==> config.mk <==
export PLATFORM = sky130hd
export DESIGN_NAME = irq_pend8_flat
export DESIGN_NICKNAME = d
export VERILOG_FILES = /design/src/rtl/irq_pend8_if.sv /design/src/rtl/irq_pend8.sv /design/src/flat_wrapper.sv
export SDC_FILE = /design/constraint.sdc
export NUM_CORES = 1
export LEC_CHECK = 0
export CORE_AREA = 3 3 76 78
export DETAILED_ROUTE_END_ITERATION = 12
export DIE_AREA = 0 0 79 81
export MAX_ROUTING_LAYER = met4
export SLEW_MARGIN = 0
export SYNTH_ARGS = -nofsm -noshare
export SYNTH_HDL_FRONTEND = slang
export SYNTH_SLANG_ARGS = --single-unit
==> constraint.sdc <==
create_clock -name clk -period 4.2 [get_ports clk]
set_clock_uncertainty 0.05 [all_clocks]
set_input_delay 0.42 -clock clk [delete_from_list [all_inputs] [get_ports clk]]
set_output_delay 0.42 -clock clk [all_outputs]
set_load 0.01 [all_outputs]
==> src/rtl/irq_pend8_if.sv <==
// Bus bundle between the irq_pend8 capture stage and its consumer.
// Optional overflow signals are present only when IRQ_PEND8_OVF_EN is defined.
interface irq_pend8_if;
  logic [7:0] irq_in;
  logic       mask_we;
  logic [7:0] mask_wdata;
  logic       irq_ack;
  logic [7:0] pend_d;
  logic       irq_valid;
  logic [2:0] irq_id;
  logic [7:0] mask;
`ifdef IRQ_PEND8_OVF_EN
  logic [7:0] ovf;
  logic       ovf_clr;
`endif

  modport master (
    output irq_in, mask_we, mask_wdata, irq_ack,
`ifdef IRQ_PEND8_OVF_EN
    output ovf_clr,
    input  ovf,
`endif
    input  pend_d, irq_valid, irq_id, mask
  );

  modport slave (
    input  irq_in, mask_we, mask_wdata, irq_ack,
`ifdef IRQ_PEND8_OVF_EN
    input  ovf_clr,
    output ovf,
`endif
    output pend_d, irq_valid, irq_id, mask
  );
endinterface

==> src/rtl/irq_pend8.sv <==
// Eight-line interrupt capture: sync, pending latch, mask, and held-index valid/ack presentation.
// Define IRQ_PEND8_OVF_EN to add sticky per-line overflow flags (ovf / ovf_clr).
module irq_pend8 #(
  parameter int unsigned EDGE_MODE = 1
) (
  input logic        clk,
  input logic        rst_n,
  irq_pend8_if.slave bus
);

  typedef enum logic {IDLE, PRESENT} state_t;

  state_t     state, state_nxt;
  logic [7:0] s1, s2, s3;
  logic [7:0] set, clr;
  logic [7:0] pending, mask_q, pend_d;
  logic [2:0] id_q, id_nxt, top_id;
  logic       ack_fire;

  always_ff @(posedge clk or negedge rst_n) begin
    if (!rst_n) begin
      s1 <= '0;
      s2 <= '0;
      s3 <= '0;
    end else begin
      s1 <= bus.irq_in;
      s2 <= s1;
      s3 <= s2;
    end
  end

  generate
    if (EDGE_MODE != 0) begin : g_edge
      assign set = s2 & ~s3;
    end else begin : g_level
      assign set = s2;
    end
  endgenerate

  assign ack_fire = (state == PRESENT) && bus.irq_ack;

  always_comb begin
    clr = '0;
    if (ack_fire) clr[id_q] = 1'b1;
  end

  // Set is OR-ed after the clear so a same-cycle set wins.
  always_ff @(posedge clk or negedge rst_n) begin
    if (!rst_n) begin
      pending <= '0;
      mask_q  <= '1;
    end else begin
      pending <= (pending & ~clr) | set;
      if (bus.mask_we) mask_q <= bus.mask_wdata;
    end
  end

  assign pend_d        = pending & ~mask_q;
  assign bus.pend_d    = pend_d;
  assign bus.mask      = mask_q;
  assign bus.irq_valid = (state == PRESENT);
  assign bus.irq_id    = id_q;

  always_comb begin
    top_id = '0;
    for (int unsigned i = 0; i < 8; i++) begin
      if (pend_d[i]) top_id = 3'(i);
    end
  end

  always_ff @(posedge clk or negedge rst_n) begin
    if (!rst_n) begin
      state <= IDLE;
      id_q  <= '0;
    end else begin
      state <= state_nxt;
      id_q  <= id_nxt;
    end
  end

  always_comb begin
    state_nxt = state;
    id_nxt    = id_q;
    unique case (state)
      IDLE: begin
        if (pend_d != '0) begin
          id_nxt    = top_id;
          state_nxt = PRESENT;
        end
      end
      PRESENT: begin
        if (bus.irq_ack) state_nxt = IDLE;
      end
      default: state_nxt = IDLE;
    endcase
  end

`ifdef IRQ_PEND8_OVF_EN
  logic [7:0] ovf_q;

  generate
    if (EDGE_MODE != 0) begin : g_ovf
      always_ff @(posedge clk or negedge rst_n) begin
        if (!rst_n) ovf_q <= '0;
        else        ovf_q <= (bus.ovf_clr ? '0 : ovf_q) | (set & pending & ~clr);
      end
    end else begin : g_no_ovf
      assign ovf_q = '0;
    end
  endgenerate

  assign bus.ovf = ovf_q;
`endif

endmodule

==> src/flat_wrapper.sv <==
// flat-port wrapper written by rule: the top's interface ports become plain ports
module irq_pend8_flat 
#(
  parameter int unsigned EDGE_MODE = 1
)
  (clk, rst_n, bus_irq_in, bus_mask_we, bus_mask_wdata, bus_irq_ack, bus_pend_d, bus_irq_valid, bus_irq_id, bus_mask);
  irq_pend8_if bus_i ();
  input logic clk;
  input logic rst_n;
  input wire logic [$bits(bus_i.irq_in)-1:0] bus_irq_in;
  input wire logic [$bits(bus_i.mask_we)-1:0] bus_mask_we;
  input wire logic [$bits(bus_i.mask_wdata)-1:0] bus_mask_wdata;
  input wire logic [$bits(bus_i.irq_ack)-1:0] bus_irq_ack;
  output wire logic [$bits(bus_i.pend_d)-1:0] bus_pend_d;
  output wire logic [$bits(bus_i.irq_valid)-1:0] bus_irq_valid;
  output wire logic [$bits(bus_i.irq_id)-1:0] bus_irq_id;
  output wire logic [$bits(bus_i.mask)-1:0] bus_mask;
  assign bus_i.irq_in = bus_irq_in;
  assign bus_i.mask_we = bus_mask_we;
  assign bus_i.mask_wdata = bus_mask_wdata;
  assign bus_i.irq_ack = bus_irq_ack;
  assign bus_pend_d = bus_i.pend_d;
  assign bus_irq_valid = bus_i.irq_valid;
  assign bus_irq_id = bus_i.irq_id;
  assign bus_mask = bus_i.mask;
  irq_pend8 #(.EDGE_MODE(EDGE_MODE)) u_core (.clk(clk), .rst_n(rst_n), .bus(bus_i));
endmodule
After elaboration in Yosys (flattened, before gate mapping) --
Index checks and enable logic that the tools add are counted.
Cells by class: order comparisons 2, multiplexer cells 13, bitwise logic cells 8, reductions and logical operators 4
Operators by type and width (count):
- $and A8 B8 Y8 | 3
- $not A8 Y8 | 3
- $mux W3 | 4
- $mux W8 | 1
- $or A8 B8 Y8 | 1
- $reduce_bool A8 Y1 | 1
- $lt A3 B4 Y1 const B | 1
- $mux W1 | 4
- $mux W2 | 2
- $demux W1 S3 | 1
- $ge A3 B1 Y1 const B | 1
- $logic_and A1 B1 Y1 | 2
- $pmux W1 S2 | 1
- $reduce_and A2 Y1 | 1
- $not A1 Y1 | 1
Storage, ports and cells: register bits after elaboration 44, input bits 20, output and inout bits 20, logic and storage cells 34

Longest topological paths before layout --
Gate-level depths: netlist (run 1).
depth after elaboration 9, gate-level depth with buffers 5, mapped depth without buffers 5

Worst setup path after synthesis (run 1) --
No wires, ideal clock.
kind register -> register, from register u_core.mask_q[6] (netlist: u_core.bus.mask[6]), to register u_core.id_q[1] (netlist: u_core.bus.irq_id[1]), library setup time 0.125 ns, data arrival time 1.518 ns, data required time 4.025 ns, slack 2.507 ns, stages on the path, launching flop included 6, path buffers 0, period minus slack after synthesis 1.693 ns, path through dfstp_2 nand2b_4 inv_4 nor4_4 a31oi_2 mux2_4
On the way: cells in the longest elaborated chain, start to end 4, elaborated cells between the ends (all ways) 6, classes of those cells mux: 2; bitwise: 2; reduce/logical: 2
RTL lines:
- from (decl) | line irq_pend8.sv:16 | logic [7:0] pending, mask_q, pend_d;
- from (signal assigned) | line irq_pend8.sv:54 | if (bus.mask_we) mask_q <= bus.mask_wdata;
- $not A8 Y8 * | line irq_pend8.sv:58 | assign pend_d = pending & ~mask_q;
- $and A8 B8 Y8 * | line irq_pend8.sv:58
- named net bus_pend_d[6] | line flat_wrapper.sv:14 | output wire logic [$bits(bus_i.pend_d)-1:0] bus_pend_d;
- $reduce_bool A8 Y1 or $mux W3 (tied branches) | line irq_pend8.sv:86, irq_pend8.sv:67
- $reduce_and A2 Y1 (no source line) or $mux W3 (tied branches)
- to (signal assigned) | line irq_pend8.sv:77 | id_q <= id_nxt;
- to (decl) | line irq_pend8.sv:17 | logic [2:0] id_q, id_nxt, top_id;
Mark *: on every way through the listed nets, which the timed path passes. The rest lies on a longest branch. A chain may end at the register's enable or synchronous reset.

Final worst setup path (run 1) --
from register u_core.mask_q[4] (netlist: u_core.bus.mask[4]), to output bus_pend_d[4]
On the way: cells in the longest elaborated chain, start to end 2
RTL lines (line):
- $not A8 Y8 | irq_pend8.sv:58
- $and A8 B8 Y8 | irq_pend8.sv:58
- to (decl) | flat_wrapper.sv:14
Every way passes these cells.

==> impl_summary.md, run 1 <==
Logic synthesis
Of the total synthesized cell area, the portion taken by full adders, half adders and majority gates is 0. Summed over all instances, the cell type with the most area after synthesis is sky130_fd_sc_hd__dfrtp_1. In the synthesized netlist, the number of instances is 107. The fraction of synthesized cell area taken by the top area cell type is 0.583. The mean area per synthesized cell is 14.4 µm². The number of library cell types mapped by synthesis is 22. Of the total synthesized cell area, the portion taken by XOR and XNOR cells is 0. The fraction of the mapped netlist area in compound gates is 0.0826. After synthesis, the largest family of logic cells by area is multiplexers. The synthesized netlist occupies a cell area of 1550 µm². The share of the Yosys chip area taken by registers is 0.719. The Yosys step of the flow raised 0 warnings. By area the synthesized netlist is led by sky130_fd_sc_hd__dfrtp_1 (58%), sky130_fd_sc_hd__dfstp_2 (14%), sky130_fd_sc_hd__mux2_2 (5.8%), sky130_fd_sc_hd__o21ai_0 (4.5%), sky130_fd_sc_hd__inv_1 (2.4%). The post-synthesis net count is 127. The post-synthesis mux area share is 0.0842. The number of flip-flops and latches in the synthesized netlist is 44. Of the total synthesized cell area, the portion taken by AND, OR, NAND and NOR gates is 0.0834.

STA
The hold violation total from the final report is 0. Setup repair after global routing left no endpoint under its margin. The sum of negative setup slack is 0 ns. For the finished layout, the period the worst path requires is roughly 2.1 ns. Measured against its own limit, the worst slew margin works out to 0.378. The final hold slack is 0.217 ns.

The worst-margin pin slew is 0.933 ns. The highest clock frequency the design can meet is roughly 470 MHz. The number of pins exceeding their max-slew limit in the final report was 0.

The number of setup violations in the final report is 0. Of the available clock period, the critical path in the final layout requires 0.506.

Global route
The global-route total usage across every layer is 0.107. The number of antenna violations at the first check in global routing is 0. The number of global-route vias before repair is 1072. The first global-routing pass estimated around 5000 µm of wire. The maximum number of pins on one net before global-route repair is 45. The total global routing overflow is 0.

Clock tree
The later-pin clock latency in the skew report is 0.29 ns. Gates resized during post-CTS repair numbered 0. In this run the post-CTS setup repair buffer count came out at 0. The deepest clock path buffer count is 2. The number of clock sinks is 44. The clock transition time at the flip-flop clock pins of the worst setup and hold paths is 0.08 ns. The TritonCTS clock tree is done. The number of buffers inserted during clock tree synthesis is 5. The clock tree root buffer cell is sky130_fd_sc_hd__clkbuf_8.

The number of hold buffers added after CTS was 0. The number of H-tree levels is 2.

Floorplan
The y dimension of the die is 81 µm. The floorplan step defined a core boundary enclosing 5140 µm². In this run the core area contains 26 standard-cell rows. The boundary pin count is 40.

The horizontal die dimension is 79 µm. The starting density of the core is 0.301. The die covers 6400 µm².

Placement
After detailed placement, the design holds a cell count of around 220. At the end of routability-driven placement, the weighted congestion stood at about 0.78. Input and output buffers added on the ports amount to 39. The HPWL after detailed placement is 2210 µm.

Routing
In this run the remaining antenna-violating nets after routing total 0. The mean routed wirelength per cell is 13.2 µm. After detailed routing, the number of remaining DRC violations is 0. The via density per instance is 4.17. The violation count after the first detailed-routing iteration is 33. The routed wire length is roughly 2900 µm. For this run, the detailed router's first-pass iteration total came to 3. The total number of vias is between 900 and 1000.

Finish
After filler insertion, the fill cell instance count of the layout stands at 499. In the final layout, the share of cells above drive strength 1 is 0.196. The count of inserted antenna diode cells is 0.

Excluding fillers, the count of instances in the completed layout stands at 223. The share of the core filled with cells is 0.408. After the last flow step, the layout net total stands at 172.

Compared with the post-synthesis result, the final layout area differs by 35.6%.

Setup path
The minimum setup slack among reg-to-reg paths is between 2 and 2.5 ns. The worst path required time is 3.73 ns. The type of element launching the critical path is a flop. For the worst setup path, the data arrival time is 1.65 ns. The kind of end point of the critical path is a primary output.

The critical path is of the reg2out type. In this run the worst path has a maximum fanout of 4.

Power
The leakage power summed over all cells is about 0.87 nW. The maximum VDD drop is approximately 190 µV. The power density over cell area is 482 nW/µm².

The overall power of the completed layout is 1.01 mW.

Run
The tool flagged a number of max-cap violations equal to 0.

Outcome
The flow ran to the end, and the final reports show no timing, DRC or antenna violations.

Hold path
The min-delay analysis places its worst path in the category in2async.
-- cell usage after synthesis --
cell type                  instances
sky130_fd_sc_hd__nor4_4            1
sky130_fd_sc_hd__mux2i_1           1
sky130_fd_sc_hd__inv_4             1
sky130_fd_sc_hd__a31oi_2           1
sky130_fd_sc_hd__nand3b_1          1
sky130_fd_sc_hd__o31ai_1           4
sky130_fd_sc_hd__mux2_4            2
sky130_fd_sc_hd__nor2b_1           5
sky130_fd_sc_hd__a21oi_1           3
sky130_fd_sc_hd__nor2_1            3
sky130_fd_sc_hd__dfstp_2           8
sky130_fd_sc_hd__nand2_1           2
sky130_fd_sc_hd__o21ai_0          14
sky130_fd_sc_hd__dfrtp_1          36
sky130_fd_sc_hd__nor2b_2           1
sky130_fd_sc_hd__clkbuf_1          1
sky130_fd_sc_hd__nand2b_4          1
sky130_fd_sc_hd__nand3_1           1
sky130_fd_sc_hd__mux2_2            8
sky130_fd_sc_hd__inv_1            10
sky130_fd_sc_hd__and4b_1           1
sky130_fd_sc_hd__nand2b_1          2
-- registers in the layout, indices dropped and copies added (netlist names) --
register	count
u_core.bus.irq_id	3
u_core.bus.irq_valid	1
u_core.bus.mask	8
u_core.pending	8
u_core.s1	8
u_core.s2	8
u_core.s3	8
-- final timing paths --
check	depth (start not counted)	endpoint	startpoint
max	2	bus_pend_d[4]	u_core.bus.mask[4]
min	1	u_core.s1[3]	rst_n
max reg2reg	5	u_core.bus.irq_id[1]	u_core.bus.mask[6]
min reg2reg	0	u_core.s2[7]	u_core.s1[7]
max in group asynchronous	1	u_core.s2[0]	rst_n
min in group clk	0	u_core.s2[7]	u_core.s1[7]
-- routing by layer --
| layer | vias to the layer above | part of all wire | global-route usage |
|---|---|---|---|
| li1 | 447 | - | - |
| met1 | 451 | 0.41 | 0.121 |
| met2 | 25 | 0.52 | 0.178 |
| met3 | 6 | 0.060 | 0.0388 |
| met4 | 0 | 0.014 | 0.0361 |
| met5 | - | 0 | - |
-- report_power, final --
group	internal, mW	switching [mW]	leakage (nW)
Combinational	0.133	0.110	0.348
Clock	0.117	0.130	0.0422
Sequential	0.480	0.0403	0.480
-- cells by family after synthesis --
logic type / after synthesis
AOI/OAI and AO/OA: 22
buffers and inverters: 12
DFF: 44
muxes: 11
and+or+nand+nor: 18
-- through the flow --
stage	setup slack [ns]	instance area (µm²)
2_1_floorplan	2.51	1550
3_3_place_gp	2.42	2010
3_5_place_dp	2.39	2010
4_1_cts	2.05	2100
5_1_grt	1.98	2100
6_report	2.08	2100
-- cell type report --
| type | count | area [µm²] | share of cell area |
|---|---|---|---|
| multi-input combinational | 51 | 387 | 0.184 |
| tap | 70 | 87.6 | 0.0418 |
| timing repair buffer | 39 | 385 | 0.184 |
| inverter | 11 | 43.8 | 0.0209 |
| clock inverter | 1 | 5.00 | 0.00239 |
| clock buffer | 7 | 76.3 | 0.0364 |
| sequential | 44 | 1110 | 0.530 |
-- critical path, stage by stage, from the launching register on --
cell and delay (ns):
sky130_fd_sc_hd__dfstp_2 0.38, sky130_fd_sc_hd__nor2b_1 0.36, sky130_fd_sc_hd__clkdlybuf4s50_1 0.63
-- cell usage in the layout, fill, tap and decap left out --
cell type                         netlist  final
sky130_fd_sc_hd__nor4_4                 1      1
sky130_fd_sc_hd__nand3b_1               1      1
sky130_fd_sc_hd__o31ai_1                4      4
sky130_fd_sc_hd__mux2_2                 8      8
sky130_fd_sc_hd__nor2_1                 3      3
sky130_fd_sc_hd__buf_2                  0      1
sky130_fd_sc_hd__dfrtp_1               36     36
sky130_fd_sc_hd__a21oi_1                3      3
sky130_fd_sc_hd__clkbuf_1               1      2
sky130_fd_sc_hd__dfstp_2                8      8
sky130_fd_sc_hd__inv_4                  1      1
sky130_fd_sc_hd__a31oi_2                1      1
sky130_fd_sc_hd__clkbuf_8               0      5
sky130_fd_sc_hd__nor2b_2                1      1
sky130_fd_sc_hd__nand3_1                1      1
sky130_fd_sc_hd__inv_1                 10     10
sky130_fd_sc_hd__mux2_4                 2      2
sky130_fd_sc_hd__nand2b_1               2      2
sky130_fd_sc_hd__nand2_1                2      2
sky130_fd_sc_hd__nor2b_1                5      5
sky130_fd_sc_hd__and4b_1                1      1
sky130_fd_sc_hd__clkinv_2               0      1
sky130_fd_sc_hd__mux2i_1                1      1
sky130_fd_sc_hd__o21ai_0               14     14
sky130_fd_sc_hd__clkdlybuf4s50_1        0     38
sky130_fd_sc_hd__nand2b_4               1      1
(Power assumes the default switching activity.)
==> run 2, diff against run 1 <==
clock period = 1.9 ns   (was 4.2 ns; I/O delays follow)
==> impl_summary.md, run 2 (synthesis results as in run 1) <==
Setup path
The maximum fanout count along the critical path is 3. The worst setup path is of the reg2out kind. The worst reg-to-reg path cell count is 5. Data on the critical path is required at its endpoint by 1.66 ns.

Data on the critical path arrives at its endpoint at 1.53 ns. The type of element launching the critical path is a flop. The slowest library cell on the worst path is sky130_fd_sc_hd__clkdlybuf4s50_1. The kind of end point of the critical path is a primary output. Walking the worst path, the cells encountered are nor2b_1 -> clkdlybuf4s50_1.

In this design, the stage delay of the slowest critical-path cell is 0.60 ns.

Finish
The count of placed standard cells in the final layout, fillers left out is 226. The post-synthesis to final-layout area growth is 38.3%. The most frequent standard cell in the layout excluding fill and tap cells is sky130_fd_sc_hd__clkdlybuf4s50_1. The count of inserted antenna diode cells is 0. Counting the fill cells in the layout gives 520. Measured on the finished design, the core utilization comes to 0.416.

For this run, the post-layout net count is approximately 180. In the final layout, the share of cells above drive strength 1 is 0.231. In the layout the commonest cells are sky130_fd_sc_hd__clkdlybuf4s50_1 (38), sky130_fd_sc_hd__dfrtp_1 (36), sky130_fd_sc_hd__o21ai_0 (14).

STA
The highest clock frequency the design can meet is between 500 and 600 MHz. In the final timing run, aggregate negative setup slack is 0 ns. The final critical delay including setup and external delays is 1.77 ns. The hold violation total from the final report is 0. The number of pins exceeding their max-slew limit in the final report is 0. Setup repair after global routing left no endpoint under its margin.

For the pin with the worst max-slew slack, the measured transition is 0.481 ns. The worst slew margin relative to its limit is 0.679. Setup violations remaining at the end of the flow were counted as 0. The share of the clock period used by the worst path is 0.932.

Global route
Across every metal layer, demand over resource in global routing totals 0.106. The total global routing overflow is 0. The number of antenna violations at the first check in global routing is 0. The first global-routing pass estimated 5010 µm of wire.

Entering global routing, the biggest net connects 23 pins. The number of global-route vias before repair is 1066.

Clock tree
TritonCTS built the clock tree. The number of buffers inserted by post-CTS setup repair is 0. The later-pin clock latency in the skew report is 0.29 ns. After clock tree synthesis, the clock-pin slew on the worst setup and hold paths is 0.08 ns. The deepest clock path buffer count is 2. The number of H-tree levels is 2. The number of buffers inserted during clock tree synthesis is 5. The tree is rooted in a sky130_fd_sc_hd__clkbuf_8.

Counting every sink on the clock net gives 44.

Placement
Input and output buffers added on the ports amount to 39. Counting tap cells, the placed design contains a total of between 200 and 250 instances. At the end of routability-driven placement, the weighted congestion stood at 0.786. The total half-perimeter wirelength after legalization and detailed placement is 2340 µm.

Floorplan
The floorplan has 26 rows. In this run the standard cell core region covers 5140 µm². The overall die area is 6400 µm². The boundary pin count is 40. The horizontal die dimension is 79 µm.

The starting density of the core is 0.301. The floorplan step set the die height to 81 µm.

Outcome
The run finished with clean final reports.

Hold path
The tightest min-delay check is of the in2reg type. The worst hold path stage count is 1.

Routing
In the final routed layout, each cell accounts on average for around 13 µm. The first detailed-routing pass ran for 3 iterations. After detailed routing, the total wire length is 3020 µm. Using the TritonRoute via totals, the vias-per-cell ratio works out to 4.26.

After detailed routing, the number of remaining DRC violations is 0. For this block, the via count after detailed routing is ~960. The residual antenna-violating net count after detailed routing is 0. The violation count after the first detailed-routing iteration is 37.

Power
Power spread over the standard cell area amounts to 1070 nW/µm². The leakage power summed over all cells is 0.896 nW. The worst-case IR drop observed on VDD is 477 µV.

Run
The max-capacitance violation count is 0.
## run 2: cell types whose count changed in the layout (fill, tap and decap cells not counted)
cell,before,now
sky130_fd_sc_hd__buf_4,0,2
sky130_fd_sc_hd__dlygate4sd3_1,0,1
sky130_fd_sc_hd__clkinv_2,1,2
sky130_fd_sc_hd__nor2b_1,5,3
sky130_fd_sc_hd__clkbuf_8,5,6
sky130_fd_sc_hd__nor2b_2,1,3
sky130_fd_sc_hd__clkbuf_1,2,0
## run 2: critical path, delay by kind of cell, from the launching register on
family	cells	cell delay, ns
buffers and inverters	1	0.60
flip-flops	1	0.35
AND/OR/NAND/NOR	1	0.29
## run 2: power by group
group / total (mW) / internal, mW / switching [mW] / leakage, nW
sequential: 1.15 / 1.06 / 0.0924 / 0.480
combinational: 0.552 / 0.302 / 0.250 / 0.365
clock: 0.581 / 0.290 / 0.291 / 0.0510
## run 2: metrics by stage
| stage | power [mW] | hold slack (ns) | cell area [µm²] | worst slack [ns] |
|---|---|---|---|---|
| after floorplan | 1.42 | -0.156 | 1550 | 0.207 |
| after global placement | 1.70 | 0.118 | 2030 | 0.242 |
| after detailed placement | 1.73 | 0.125 | 2030 | 0.166 |
| after CTS | 2.32 | 0.276 | 2140 | 0.119 |
| after global routing | 2.42 | 0.268 | 2140 | 0.0682 |
| final | 2.29 | 0.289 | 2140 | 0.130 |
## run 2: worst paths after layout
check	from	slack (ns)	to
max reg2reg	u_core.bus.mask[6]	0.18	u_core.bus.irq_id[0]
min	bus_irq_in[7]	0.29	u_core.s1[7]
min reg2reg	u_core.s1[1]	0.30	u_core.s2[1]
max	u_core.pending[3]	0.13	bus_pend_d[3]
max in group asynchronous	rst_n	0.83	u_core.bus.mask[3]
min in group asynchronous	rst_n	0.33	u_core.pending[7]
## run 2: final cells by class
cell class                 instances  area, µm²  area share
clock inverter                     2       10.0     0.00468
timing repair buffer              42        410       0.192
clock buffer                       6       82.6      0.0386
multi-input combinational         51        392       0.183
sequential                        44       1110       0.520
inverter                          11       43.8      0.0205
tap                               70       87.6      0.0410
## run 2: timing repair
item,4_1_cts,5_1_grt
endpoints found under the setup margin,2,0
resized for setup,2,0
hold buffers,1,0
hold endpoints to repair,19,0
## run 2: metal layers
metal  routed length, µm  track usage
met1                1270        0.122
met2                1570        0.175
met3                 180       0.0399
met4                   4       0.0309
met5                   0            -
